### src/rtl/hwt_seq_pkg.sv
// Shared types and constants for the trojan-cone vector sequencer.
// Optional MISR signature output is enabled by defining HWT_SEQ_SIGNATURE_EN.
package hwt_seq_pkg;

  localparam int unsigned VEC_W = 4;
  localparam int unsigned SIG_W = 16;
  localparam int unsigned PCNT_W = 8;

  // Expected cone response for every {A,B,C,D}: Y = D & ((A & B) | C)
  localparam logic [15:0] GOLDEN_TT = 16'hA888;

  // MISR polynomial x^16 + x^12 + x^5 + 1 and its start value
  localparam logic [SIG_W-1:0] MISR_POLY = 16'h1021;
  localparam logic [SIG_W-1:0] MISR_SEED = 16'hFFFF;

  typedef enum logic [2:0] {
    IDLE   = 3'd0,
    DRIVE  = 3'd1,
    SETTLE = 3'd2,
    SAMPLE = 3'd3,
    DONE   = 3'd4
  } seq_state_e;

  // Golden response lookup for one vector index
  function automatic logic golden_y(input logic [VEC_W-1:0] v);
    return GOLDEN_TT[v];
  endfunction

endpackage

### src/rtl/hwt_seq_misr.sv
// 16-bit signature register compacting the sampled cone responses.
module hwt_seq_misr
  import hwt_seq_pkg::*;
(
  input  logic             clk,
  input  logic             rst_n,
  input  logic             i_clr,
  input  logic             i_shift,
  input  logic             i_din,
  output logic [SIG_W-1:0] o_sig
);

  logic [SIG_W-1:0] r_sig;
  logic             w_fb;

  assign w_fb  = r_sig[SIG_W-1] ^ i_din;
  assign o_sig = r_sig;

  // Reseed on a new run, otherwise shift one response bit per sample
  always_ff @(posedge clk or negedge rst_n) begin
    if (!rst_n) begin
      r_sig <= MISR_SEED;
    end else if (i_clr) begin
      r_sig <= MISR_SEED;
    end else if (i_shift) begin
      r_sig <= {r_sig[SIG_W-2:0], 1'b0} ^ ({SIG_W{w_fb}} & MISR_POLY);
    end
  end

endmodule

### src/rtl/hwt_vector_sequencer.sv
// Exhaustive self-test sequencer for the 4-input trojan-candidate cone.
// Define HWT_SEQ_SIGNATURE_EN to add the sig[15:0] MISR output.
module hwt_vector_sequencer
  import hwt_seq_pkg::*;
#(
  parameter int unsigned SETTLE_CYC = 2,
  parameter int unsigned PASSES     = 1,
  parameter int unsigned CNT_W      = 8
) (
  input  logic             clk,
  input  logic             rst_n,
  input  logic             start,
  input  logic             abort,
  output logic             vec_a,
  output logic             vec_b,
  output logic             vec_c,
  output logic             vec_d,
  input  logic             y_in,
  output logic             busy,
  output logic             done,
  output logic             pass,
  output logic [CNT_W-1:0] mismatch_cnt,
  output logic [VEC_W-1:0] first_fail_vec,
  output logic             first_fail_valid
`ifdef HWT_SEQ_SIGNATURE_EN
  ,
  output logic [SIG_W-1:0] sig
`endif
);

  localparam int unsigned SET_W = (SETTLE_CYC > 1) ? $clog2(SETTLE_CYC) : 1;
  localparam logic [CNT_W-1:0] CNT_MAX = '1;

  seq_state_e        r_state;
  logic [VEC_W-1:0]  r_v;
  logic [PCNT_W-1:0] r_pass_cnt;
  logic [SET_W-1:0]  r_settle;
  logic              r_busy;
  logic              r_done;
  logic              r_pass;
  logic [CNT_W-1:0]  r_cnt;
  logic [VEC_W-1:0]  r_ffv;
  logic              r_ffvalid;

  logic              w_mis;
  logic [CNT_W-1:0]  w_cnt_nxt;
  logic              w_last_vec;
  logic              w_last_pass;
  logic              w_settle_last;
  logic              w_accept;
  logic              w_abort_run;

  // Per-sample comparison and saturating count update
  assign w_mis         = y_in ^ golden_y(r_v);
  assign w_cnt_nxt     = (w_mis && (r_cnt != CNT_MAX)) ? r_cnt + CNT_W'(1) : r_cnt;
  assign w_last_vec    = (r_v == 4'hF);
  assign w_last_pass   = ((32'(r_pass_cnt) + 32'd1) >= PASSES);
  assign w_settle_last = ((32'(r_settle) + 32'd1) >= SETTLE_CYC);
  assign w_accept      = (r_state == IDLE) && start && !abort;
  assign w_abort_run   = (r_state != IDLE) && abort;

  assign {vec_a, vec_b, vec_c, vec_d} = r_v;
  assign busy             = r_busy;
  assign done             = r_done;
  assign pass             = r_pass;
  assign mismatch_cnt     = r_cnt;
  assign first_fail_vec   = r_ffv;
  assign first_fail_valid = r_ffvalid;

  // Run sequencing: drive vector, settle, sample, repeat over all passes
  always_ff @(posedge clk or negedge rst_n) begin
    if (!rst_n) begin
      r_state    <= IDLE;
      r_v        <= '0;
      r_pass_cnt <= '0;
      r_settle   <= '0;
      r_busy     <= 1'b0;
      r_done     <= 1'b0;
      r_pass     <= 1'b0;
      r_cnt      <= '0;
      r_ffv      <= '0;
      r_ffvalid  <= 1'b0;
    end else begin
      r_done <= 1'b0;
      if (w_abort_run) begin
        // Partial mismatch results stay visible after an abort
        r_state <= IDLE;
        r_busy  <= 1'b0;
        r_pass  <= 1'b0;
        r_v     <= '0;
      end else begin
        case (r_state)
          IDLE: begin
            if (w_accept) begin
              r_state    <= DRIVE;
              r_busy     <= 1'b1;
              r_pass     <= 1'b0;
              r_cnt      <= '0;
              r_ffvalid  <= 1'b0;
              r_v        <= '0;
              r_pass_cnt <= '0;
            end
          end
          DRIVE: begin
            r_settle <= '0;
            if (SETTLE_CYC == 0) begin
              r_state <= SAMPLE;
            end else begin
              r_state <= SETTLE;
            end
          end
          SETTLE: begin
            if (w_settle_last) begin
              r_state <= SAMPLE;
            end else begin
              r_settle <= r_settle + SET_W'(1);
            end
          end
          SAMPLE: begin
            r_cnt <= w_cnt_nxt;
            if (w_mis && !r_ffvalid) begin
              r_ffv     <= r_v;
              r_ffvalid <= 1'b1;
            end
            r_v     <= r_v + 4'd1;
            r_state <= DRIVE;
            if (w_last_vec) begin
              r_pass_cnt <= r_pass_cnt + 8'd1;
              if (w_last_pass) begin
                r_state <= DONE;
                r_done  <= 1'b1;
                r_busy  <= 1'b0;
                r_pass  <= (w_cnt_nxt == '0);
              end
            end
          end
          DONE: begin
            r_state <= IDLE;
          end
          default: begin
            r_state <= IDLE;
          end
        endcase
      end
    end
  end

`ifdef HWT_SEQ_SIGNATURE_EN
  logic w_misr_shift;

  assign w_misr_shift = (r_state == SAMPLE) && !abort;

  hwt_seq_misr u_misr (
    .clk     (clk),
    .rst_n   (rst_n),
    .i_clr   (w_accept),
    .i_shift (w_misr_shift),
    .i_din   (y_in),
    .o_sig   (sig)
  );
`endif

endmodule

### config.mk
export PLATFORM = sky130hd
export DESIGN_NAME = hwt_vector_sequencer
export DESIGN_NICKNAME = d
export VERILOG_FILES = /design/src/rtl/hwt_seq_pkg.sv /design/src/rtl/hwt_seq_misr.sv /design/src/rtl/hwt_vector_sequencer.sv
export SDC_FILE = /design/constraint.sdc
export NUM_CORES = 1
export LEC_CHECK = 0
export CAP_MARGIN = 40
export CELL_PAD_IN_SITES_DETAIL_PLACEMENT = 1
export CELL_PAD_IN_SITES_GLOBAL_PLACEMENT = 2
export CORE_MARGIN = 1.5
export CORE_UTILIZATION = 35
export CTS_BUF_LIST = sky130_fd_sc_hd__clkbuf_4
export DETAILED_ROUTE_END_ITERATION = 12
export PLACE_DENSITY_LB_ADDON = 0.1
export SLEW_MARGIN = 0
export SYNTH_ARGS = -nofsm -noshare
export SYNTH_HDL_FRONTEND = slang
export SYNTH_SLANG_ARGS = --single-unit
### constraint.sdc
create_clock -name clk -period 3.1 [get_ports clk]
set_input_delay 0.31 -clock clk [delete_from_list [all_inputs] [get_ports clk]]
set_output_delay 0.31 -clock clk [all_outputs]
set_load 0.05 [all_outputs]
==> results of run 1 <==
-- final timing paths --
check / cells after the start / from / to / slack, ns
setup / recovery: 7 / r_v[0]$_DFFE_PN0P_ / pass$_DFFE_PN0P_ / 0.66
hold / removal: 2 / rst_n / mismatch_cnt[0]$_DFFE_PN0P_ / 0.36
setup reg to reg: 7 / r_v[0]$_DFFE_PN0P_ / pass$_DFFE_PN0P_ / 0.66
hold reg to reg: 1 / r_pass_cnt[7]$_DFFE_PN0P_ / r_pass_cnt[7]$_DFFE_PN0P_ / 0.50
max in group asynchronous: 2 / rst_n / r_pass_cnt[6]$_DFFE_PN0P_ / 2.44
min in group clk: 1 / r_pass_cnt[7]$_DFFE_PN0P_ / r_pass_cnt[7]$_DFFE_PN0P_ / 0.50
-- synthesized netlist by cell type (3+ instances only) --
cell and n:
sky130_fd_sc_hd__and3_1 3, sky130_fd_sc_hd__inv_1 6, sky130_fd_sc_hd__mux2_2 4, sky130_fd_sc_hd__mux2i_1 4, sky130_fd_sc_hd__a31oi_1 4, sky130_fd_sc_hd__a21oi_1 12, sky130_fd_sc_hd__nor3_2 3, sky130_fd_sc_hd__and2_1 3
sky130_fd_sc_hd__clkbuf_1 8, sky130_fd_sc_hd__o31ai_1 5, sky130_fd_sc_hd__or3_1 4, sky130_fd_sc_hd__ha_1 4, sky130_fd_sc_hd__nand4_1 5, sky130_fd_sc_hd__nand2_1 19, sky130_fd_sc_hd__nor2b_1 5, sky130_fd_sc_hd__dfrtp_1 32
sky130_fd_sc_hd__buf_2 3, sky130_fd_sc_hd__o21ai_0 24, sky130_fd_sc_hd__nor2_1 15, sky130_fd_sc_hd__nor3_1 4, sky130_fd_sc_hd__nand3_1 8
-- stage by stage --
stage	hold WS [ns]	instances	power (mW)	area (sq um)	util, %
floorplan	0.0144	206	0.579	1860	-
global placement	0.472	292	0.641	2170	42.5
detailed placement	0.471	293	0.649	2170	42.6
CTS	0.369	301	0.977	2250	44.0
global route	0.398	301	1.02	2250	44.0
finish	0.357	301	0.963	2250	44.0
-- cells in the final DEF, fill, tap and decap left out, types with 3 or more instances in the layout --
cell                              Yosys  final
sky130_fd_sc_hd__dfrtp_1             32     32
sky130_fd_sc_hd__o21ai_0             24     24
sky130_fd_sc_hd__clkdlybuf4s50_1      0     24
sky130_fd_sc_hd__nand2_1             19     19
sky130_fd_sc_hd__nor2_1              15     15
sky130_fd_sc_hd__a21oi_1             12     12
sky130_fd_sc_hd__nand3_1              8      8
sky130_fd_sc_hd__inv_1                6      6
sky130_fd_sc_hd__nor2b_1              5      5
sky130_fd_sc_hd__o31ai_1              5      5
sky130_fd_sc_hd__nand4_1              5      5
sky130_fd_sc_hd__clkbuf_4             0      5
sky130_fd_sc_hd__or3_1                4      4
sky130_fd_sc_hd__a31oi_1              4      4
sky130_fd_sc_hd__nor3_1               4      4
sky130_fd_sc_hd__mux2i_1              4      4
sky130_fd_sc_hd__mux2_2               4      4
sky130_fd_sc_hd__ha_1                 4      4
sky130_fd_sc_hd__nor3_2               3      3
sky130_fd_sc_hd__and3_1               3      3
sky130_fd_sc_hd__and2_1               3      3
sky130_fd_sc_hd__buf_4                0      3
-- cell families (layout without fill, tap and decap cells) --
logic type,after synthesis,in the layout,synth area share [%]
adders and majority gates,4,4,2.68
AOI/OAI and AO/OA,62,62,20.9
buffers and inverters,17,42,3.62
xor gates and xnor gates,3,3,1.41
and+or+nand+nor,80,80,23.8
muxes,8,8,4.56
DFF,32,32,43.0
-- flip-flops by register name, summed over array words and instances, names as in the netlist, 3 cells and up --
signal / count
first_fail_vec: 4
mismatch_cnt: 8
r_pass_cnt: 8
r_state: 3
r_v: 4
-- per-layer routing --
metal | vias up | GRT usage [%] | routed length (microns)
li1 | 802 | - | -
met3 | 6 | 4.55 | 172
met5 | - | 0 | 0
met4 | 0 | 5.56 | 65
met2 | 20 | 33.0 | 2470
met1 | 829 | 22.7 | 2310
-- worst register-to-register path, stage by stage, from the launching register on --
cell,delay [ns]
sky130_fd_sc_hd__dfrtp_1,0.47
sky130_fd_sc_hd__ha_1,0.25
sky130_fd_sc_hd__a21boi_1,0.17
sky130_fd_sc_hd__o21a_2,0.26
sky130_fd_sc_hd__or4_4,0.55
sky130_fd_sc_hd__mux2i_1,0.14
sky130_fd_sc_hd__a2111oi_1,0.36
sky130_fd_sc_hd__a22o_1,0.17
-- layout make-up --
cell class	instances	area, sq um
multi-input combinational	157	996
tap	70	87.6
sequential	32	801
clock buffer	5	37.5
fill	618	2860
clock inverter	3	37.5
timing repair buffer	28	268
inverter	6	22.5
-- report_power, final --
group	switching, mW	internal, mW	leakage [nW]
combinational	0.112	0.0636	0.455
clock	0.160	0.165	0.0403
sequential	0.0253	0.437	0.438
==> impl_metrics.json, run 1 <==
{
  "peakVddDrop_v": 0.000237,
  "synth_cell_types": 47,
  "drive_gt1_share_pct": 10.4,
  "cts_made_buffers": 5,
  "first_global_vias": 1773,
  "cp_data_required_time_ns": 3.39,
  "finClkSkew_ns": 0.00920,
  "drt.antenna.violating_nets": 0,
  "critical_path_arrival_ns": 2.73,
  "cts.repair_timing.setup_buffer_count": 0,
  "cts-root-to-sink-buffers": 2,
  "buffer_ports.inserted": 24,
  "synthesis.nets": 215,
  "timing.final.crit_share_pct": 78.6,
  "netlist.top_cell.by_area": "sky130_fd_sc_hd__dfrtp_1",
  "timing.final.crit_period_ns": 2.44,
  "initial_utilization_pct": 36.5,
  "max-cap-violations": 0,
  "synthCells": 206,
  "setup.worst_path.end_class": "register",
  "postLayoutSetupSlackWorst_ns": 0.665,
  "setup-violations-final": 0,
  "ctsHtreeMaxLevel": 2,
  "postSynthRegisterBits": 32,
  "synth_ff_type": "sky130_fd_sc_hd__dfrtp_1",
  "timing.critical_path.from_type": "register",
  "hpwlAfterDp_microns": 3530,
  "drt_pass1_iterations": 4,
  "setup_slack_after_placement_ns": 0.666,
  "avgRoutedWirePerCell_microns": 16.7,
  "post_cts.resized_instances": 0,
  "rsz_0062_raised_after_global_routing": "false",
  "final_net_count": 239,
  "antenna_cells": 0,
  "yosys-top-cells-area": "sky130_fd_sc_hd__dfrtp_1 (43%), sky130_fd_sc_hd__o21ai_0 (6.4%), sky130_fd_sc_hd__nand2_1 (3.8%), sky130_fd_sc_hd__a21oi_1 (3.2%), sky130_fd_sc_hd__nor2_1 (3.0%)",
  "yosysSeqAreaShare_pct": 43.0,
  "crit_chain": "ha_1, a21boi_1, o21a_2, or4_4, mux2i_1, a2111oi_1, a22o_1",
  "hold_class": "in -> async",
  "detailroute.via_count": 1657,
  "antenna_found_initial": 0,
  "post_synth_design_cell_area_sq_um": 1860,
  "coreArea_sq_um": 5110,
  "cts.sinks": 32,
  "std_cell_rows": 26,
  "grt_max_degree": 33,
  "avgViaCountPerCell": 5.50,
  "totalWireLength_microns": 5020,
  "cts_tree": "yes",
  "slowest_delay_ns": 0.55,
  "cts_root_buffer": "sky130_fd_sc_hd__clkbuf_4",
  "worst-path-max-fanout": 8,
  "place_congestion": 0.780,
  "cpLargestDelayFamily": "compound AO/OA/AOI/OAI gates",
  "postSynth.asyncResetShare_pct": 100,
  "grt.total_usage_pct": 18.7,
  "synthToLayoutAreaGrowth_pct": 20.7,
  "maxClockFrequency_mhz": 411,
  "boundaryPins": 25,
  "grt_remaining_overflow": 0,
  "proportion_of_netlist_area_held_by_the_largest_area_contributor_pct": 43.0,
  "cellLeakagePower_nw": 0.933,
  "insertion_delay_to_the_later_sink_of_the_worst_skew_pair_ns": 0.34,
  "synth-warning-count": 0,
  "worst_setup_hold_path_clk_slew_ns": 0.11,
  "synth_enable_flop_cells": 0,
  "power_density_nw_per_um2": 428,
  "timing_worst_setup_path_type": "reg -> reg",
  "avg_cell_area_syn_sq_um": 9.05,
  "max_slew_margin_pct": 64.2,
  "slew_viol_final": 0,
  "timing_hold_violations_final": 0,
  "drtIter0Drc": 97,
  "worst_pin_slew_ns": 0.532,
  "cp.buffers_inverters": 0,
  "dieWidth_microns": 76.0,
  "detail_route.drc_violations": 0,
  "status": "complete, no violations",
  "critical-path-slowest-cell": "sky130_fd_sc_hd__or4_4",
  "dieHeight_microns": 76.0,
  "dieArea_sq_um": 5770,
  "grt_first_pass_wirelength_microns": 8660,
  "hold_buffers": 0,
  "fin_tns_setup_ns": 0
}
Power figures use the tool's default switching activity.
==> run 2: changes to the inputs <==
- CORE_UTILIZATION: 35 -> 31
- clock period: 3.1 -> 1.98 ns (I/O delays scaled with it)
==> run 2 against run 1 <==
  * The run now ends with negative setup slack left
  * Largest power group unchanged
  * Critical endpoint unchanged
  * Largest cell class unchanged
  * Worst hold slack worse by 0.10 ns
  * Non-clock buffer count increased by 39
  * Final area rose by 18%
  * Sequential power rose by 53%
  * Wire length grew 13%
  * Combinational power is 95% higher
  * Global-route usage increased by 0.17 points
  * Count of clock-buffer cells in the layout unchanged
  * Register-to-register slack worse by 0.76 ns
  * Utilization is 1.4 points higher
==> impl_metrics.json, run 2 (synthesized netlist as in run 1, its figures left out) <==
{
  "status": "finished with violations",
  "setup-violations-final": 3,
  "avgRoutedWirePerCell_microns": 16.4,
  "grt.total_usage_pct": 18.9,
  "worst-path-max-fanout": 4,
  "cts_root_buffer": "sky130_fd_sc_hd__clkbuf_4",
  "grt_first_pass_wirelength_microns": 9460,
  "detailroute.via_count": 1847,
  "dieArea_sq_um": 6490,
  "std_cell_rows": 28,
  "postLayoutSetupSlackWorst_ns": -0.0989,
  "initial_utilization_pct": 31.9,
  "hpwlAfterDp_microns": 3990,
  "max-cap-violations": 0,
  "grt_use_met3_pct": 3.07,
  "power_density_nw_per_um2": 537,
  "fin_tns_setup_ns": -0.193,
  "detail_route.drc_violations": 0,
  "antenna_found_initial": 0,
  "timing.final.crit_period_ns": 2.08,
  "grt_util_met2_pct": 33.6,
  "timing_hold_violations_final": 0,
  "dieHeight_microns": 80.6,
  "grt_max_degree": 33,
  "layout.core_utilization_pct": 45.4,
  "grt_remaining_overflow": 0,
  "antenna_cells": 0,
  "insertion_delay_to_the_later_sink_of_the_worst_skew_pair_ns": 0.34,
  "cp_data_required_time_ns": 2.26,
  "buffer_ports.inserted": 24,
  "maxClockFrequency_mhz": 481,
  "final_net_count": 278,
  "hold_buffers": 0,
  "worst_setup_hold_path_clk_slew_ns": 0.11,
  "worst_pin_slew_ns": 0.525,
  "synthToLayoutAreaGrowth_pct": 42.6,
  "top_usage_layer": "met2",
  "finClkSkew_ns": 0.0112,
  "failing_checks": "negative setup slack",
  "drt.antenna.violating_nets": 0,
  "timing.critical_path.from_type": "register",
  "timing.final.crit_share_pct": 105,
  "cts-root-to-sink-buffers": 2,
  "totalWireLength_microns": 5670,
  "slew_viol_final": 0,
  "critical_path_arrival_ns": 2.35,
  "dieWidth_microns": 80.6,
  "rsz_0062_raised_after_global_routing": "true",
  "coreArea_sq_um": 5850,
  "setup.worst_path.end_class": "register",
  "avgViaCountPerCell": 5.35,
  "cellLeakagePower_nw": 1.16,
  "cts_tree": "yes",
  "drtIter0Drc": 45,
  "place_congestion": 0.770,
  "peakVddDrop_v": 0.000249,
  "timing_worst_setup_path_type": "reg -> reg",
  "cts_made_buffers": 5,
  "first_global_vias": 1903,
  "final_cell_mix": "sky130_fd_sc_hd__buf_4 (38), sky130_fd_sc_hd__dfrtp_1 (28), sky130_fd_sc_hd__clkdlybuf4s50_1 (23)",
  "hold_class": "in -> async",
  "cts.sinks": 32,
  "drive_gt1_share_pct": 30.7,
  "groute.layer.met1.usage_pct": 23.4,
  "ctsHtreeMaxLevel": 2,
  "drt_pass1_iterations": 4,
  "boundaryPins": 25,
  "commonest_non_fill_non_tap_cell_in_the_layout": "sky130_fd_sc_hd__buf_4",
  "max_slew_margin_pct": 64.9
}
==> run 2: cell types whose count changed in the layout (fill, tap and decap cells not counted), moves of 2 or more <==
cell                       delta
sky130_fd_sc_hd__ha_1         -2
sky130_fd_sc_hd__o21ai_1      +2
sky130_fd_sc_hd__o21ai_0      -3
sky130_fd_sc_hd__dfrtp_2      +4
sky130_fd_sc_hd__buf_4       +35
sky130_fd_sc_hd__buf_6        +5
sky130_fd_sc_hd__nand2_1      -2
sky130_fd_sc_hd__clkinv_2     +2
sky130_fd_sc_hd__dfrtp_1      -4
sky130_fd_sc_hd__nand2_2      +2
==> run 2: where the power goes <==
group / internal [mW] / total, mW / leakage (nW) / switching [mW]
clock: 0.130 / 0.373 / 0.0324 / 0.243
combinational: 0.139 / 0.343 / 0.701 / 0.205
sequential: 0.685 / 0.709 / 0.431 / 0.0246
==> run 2: per-stage QoR <==
step	hold WS, ns	total power [mW]	instance area (sq um)	setup slack [ns]	instances
after floorplan	-0.0976	0.909	1890	-0.209	206
after global placement	0.486	1.04	2470	-0.169	332
after detailed placement	0.508	1.05	2470	-0.200	332
after CTS	0.279	1.44	2590	-0.130	343
after global routing	0.285	1.51	2660	-0.194	345
final	0.253	1.43	2660	-0.0989	345
==> run 2: critical path, cell delays in order (launching register included) <==
cell,delay (ns)
sky130_fd_sc_hd__dfrtp_2,0.46
sky130_fd_sc_hd__ha_4,0.17
sky130_fd_sc_hd__a21boi_4,0.15
sky130_fd_sc_hd__o21a_4,0.22
sky130_fd_sc_hd__or4_4,0.43
sky130_fd_sc_hd__mux2i_1,0.15
sky130_fd_sc_hd__a2111oi_2,0.25
sky130_fd_sc_hd__a22o_1,0.18
==> run 2: what timing repair did <==
| item | 4_1_cts | 5_1_grt |
|---|---|---|
| resized for setup | 13 | 13 |
| buffers inserted | 3 | 3 |
| setup endpoints to repair | 7 | 15 |
| pin swaps | 9 | 5 |
==> run 2: area by class of cell <==
| cell class | instances | area (sq um) |
|---|---|---|
| Fill cell | 691 | 3190 |
| Tap cell | 75 | 93.8 |
| Timing Repair Buffer | 67 | 584 |
| Inverter | 6 | 22.5 |
| Sequential cell | 32 | 806 |
| Clock inverter | 3 | 13.8 |
| Multi-Input combinational cell | 157 | 1100 |
| Clock buffer | 5 | 37.5 |
==> run 2: layer usage <==
layer,share of wire [%],vias to the layer above
met5,0,-
met4,1.1,0
met3,2.5,6
met2,51,30
met1,45,926
li1,-,885
==> run 2: worst paths after layout <==
path                                            endpoint  slack (ns)                           from  cells after the start
max                                     pass$_DFFE_PN0P_        -0.1             r_v[0]$_DFFE_PN0P_                      7
min                        first_fail_vec[3]$_DFFE_PN0P_        0.25                          rst_n                      2
max reg2reg                             pass$_DFFE_PN0P_        -0.1             r_v[0]$_DFFE_PN0P_                      7
min reg2reg                first_fail_vec[0]$_DFFE_PN0P_        0.52  first_fail_vec[0]$_DFFE_PN0P_                      1
max in group asynchronous             r_v[1]$_DFFE_PN0P_        1.40                          rst_n                      2
min in group clk           first_fail_vec[0]$_DFFE_PN0P_        0.52  first_fail_vec[0]$_DFFE_PN0P_                      1
==> run 3: changes to the inputs <==
- GPL_TIMING_DRIVEN: not set -> 0
==> run 3 against run 2 <==
  * The run still ends with negative setup slack left
  * Worst setup slack lost 0.062 ns
  * Total power grew 8.0%
  * Final area shrank 5.3%
  * Critical path type unchanged
  * Largest power group unchanged
==> impl_metrics.json, run 3 (synthesized netlist as in run 1, its figures left out) <==
{
  "cts_root_buffer": "sky130_fd_sc_hd__clkbuf_4",
  "cts_made_buffers": 5,
  "cellLeakagePower_nw": 1.03,
  "layoutNonFillerInstCount": 323,
  "regArea_sq_um": 808,
  "grt_max_degree": 33,
  "insertion_delay_to_the_later_sink_of_the_worst_skew_pair_ns": 0.34,
  "coreArea_sq_um": 5850,
  "setup.worst_path.end_class": "register",
  "filler_instances": 662,
  "grt_first_pass_wirelength_microns": 9020,
  "grt_use_met3_pct": 3.64,
  "worst_setup_hold_path_clk_slew_ns": 0.11,
  "cts.sinks": 32,
  "critical_path_arrival_ns": 2.43,
  "timing_worst_setup_path_type": "reg -> reg",
  "peakVddDrop_v": 0.000423,
  "ctsHtreeMaxLevel": 2,
  "timing_hold_violations_final": 0,
  "status": "finished with violations",
  "totalPowerFinal_mw": 1.54,
  "cts_tree": "yes",
  "timing.final.crit_period_ns": 2.14,
  "place_congestion": 0.791,
  "internal_power_mw": 1.07,
  "seq_power_share_pct": 46.4,
  "layout.core_utilization_pct": 43.0,
  "drive_gt1_share_pct": 25.8,
  "multiInputGateArea_sq_um": 1140,
  "cts-root-to-sink-buffers": 2,
  "max-cap-violations": 0,
  "worst-path-max-fanout": 5,
  "power_switching_share_pct": 30.8,
  "finClkSkew_ns": 0.0174,
  "commonest_non_fill_non_tap_cell_in_the_layout": "sky130_fd_sc_hd__dfrtp_1",
  "ff2ff_path_depth": 7,
  "share_comb_of_total_power_pct": 20.8,
  "buffer_ports.inserted": 23,
  "placed_cells_incl_taps": 305,
  "hold_path_depth": 2,
  "detailroute.via_count": 1756,
  "setup-violations-final": 1,
  "groute.layer.met1.usage_pct": 21.1,
  "antenna_cells": 0,
  "final_cell_mix": "sky130_fd_sc_hd__dfrtp_1 (26), sky130_fd_sc_hd__o21ai_0 (21), sky130_fd_sc_hd__clkdlybuf4s50_1 (20)",
  "final_net_count": 256,
  "grt_remaining_overflow": 0,
  "grt.total_usage_pct": 18.3,
  "detail_route.drc_violations": 0,
  "dieArea_sq_um": 6490,
  "cp_data_required_time_ns": 2.27,
  "failing_checks": "negative setup slack",
  "rsz_0062_raised_after_global_routing": "true",
  "power_density_nw_per_um2": 612,
  "hpwlAfterDp_microns": 3700,
  "top_usage_layer": "met2",
  "timing.final.crit_share_pct": 108,
  "postLayoutSetupSlackWorst_ns": -0.161,
  "fin_tns_setup_ns": -0.161,
  "timing.critical_path.from_type": "register",
  "dieHeight_microns": 80.6,
  "minimum_hold_slack_ns": 0.360,
  "grt_util_met2_pct": 32.9,
  "max_slew_margin_pct": 48.4,
  "drt.antenna.violating_nets": 0,
  "avgRoutedWirePerCell_microns": 16.7,
  "maxClockFrequency_mhz": 467,
  "avgViaCountPerCell": 5.44,
  "initial_utilization_pct": 31.9,
  "drt_pass1_iterations": 4,
  "totalWireLength_microns": 5390,
  "power.switching_uw": 473,
  "dieWidth_microns": 80.6,
  "std_cell_rows": 28,
  "worst_pin_slew_ns": 0.773,
  "first_global_vias": 1857,
  "p_clk_share_pct": 32.8,
  "boundaryPins": 25,
  "drtIter0Drc": 54,
  "hold_class": "in -> reg",
  "antenna_found_initial": 0,
  "synthToLayoutAreaGrowth_pct": 35.0,
  "slew_viol_final": 0
}
## run 3: final cells by class
class,count,share of cell area [%]
Clock inverter,3,1.49
Timing Repair Buffer,37,13.3
Clock buffer,5,1.49
Buffer,8,1.59
Tap cell,75,3.73
Multi-Input combinational cell,157,45.4
Inverter,6,0.895
Sequential cell,32,32.1
## run 3: what timing repair did
| item | CTS | global route |
|---|---|---|
| buffers inserted | 9 | 3 |
| resized for setup | 21 | 18 |
| pin swaps | 8 | 11 |
| setup endpoints to repair | 22 | 23 |
| hold buffers | 1 | 0 |
| endpoints found under the hold margin | 32 | 0 |
## run 3: power by group through the flow
stage,Clock (mW),Combinational (mW),Sequential [mW]
after floorplan,0,0.120,0.789
after global placement,0,0.284,0.723
after detailed placement,0,0.291,0.725
after CTS,0.526,0.323,0.708
after global routing,0.551,0.351,0.720
final,0.504,0.321,0.714
## run 3: worst paths after layout
path | from | to | slack (ns)
max | r_v[0]$_DFFE_PN0P_ | pass$_DFFE_PN0P_ | -0.16
min reg2reg | busy$_DFFE_PN0P_ | busy$_DFFE_PN0P_ | 0.50
min in group asynchronous | rst_n | mismatch_cnt[1]$_DFFE_PN0P_ | 0.46
max reg2reg | r_v[0]$_DFFE_PN0P_ | pass$_DFFE_PN0P_ | -0.16
max in group asynchronous | rst_n | r_state[0]$_DFFE_PN0P_ | 0.97
min | abort | r_state[1]$_DFFE_PN0P_ | 0.36
## run 3: critical path: stages (launching register included)
cell,delay [ns]
sky130_fd_sc_hd__dfrtp_2,0.45
sky130_fd_sc_hd__ha_4,0.18
sky130_fd_sc_hd__a21boi_4,0.15
sky130_fd_sc_hd__o21a_4,0.25
sky130_fd_sc_hd__or4_4,0.46
sky130_fd_sc_hd__mux2i_2,0.19
sky130_fd_sc_hd__a2111oi_4,0.23
sky130_fd_sc_hd__a22o_1,0.18
## run 3: per-stage QoR
stage                     instance area [sq um]  setup slack [ns]
after global placement                     2220            -0.444
after global routing                       2520            -0.235
after CTS                                  2460            -0.232
after detailed placement                   2220            -0.434
after floorplan                            1890            -0.209
final                                      2520            -0.161
## run 3: routing by layer
metal / routed length [microns] / share of wire (%)
met1: 2360 / 44
met3: 150 / 2.8
met4: 87 / 1.6
met2: 2790 / 52
met5: 0 / 0
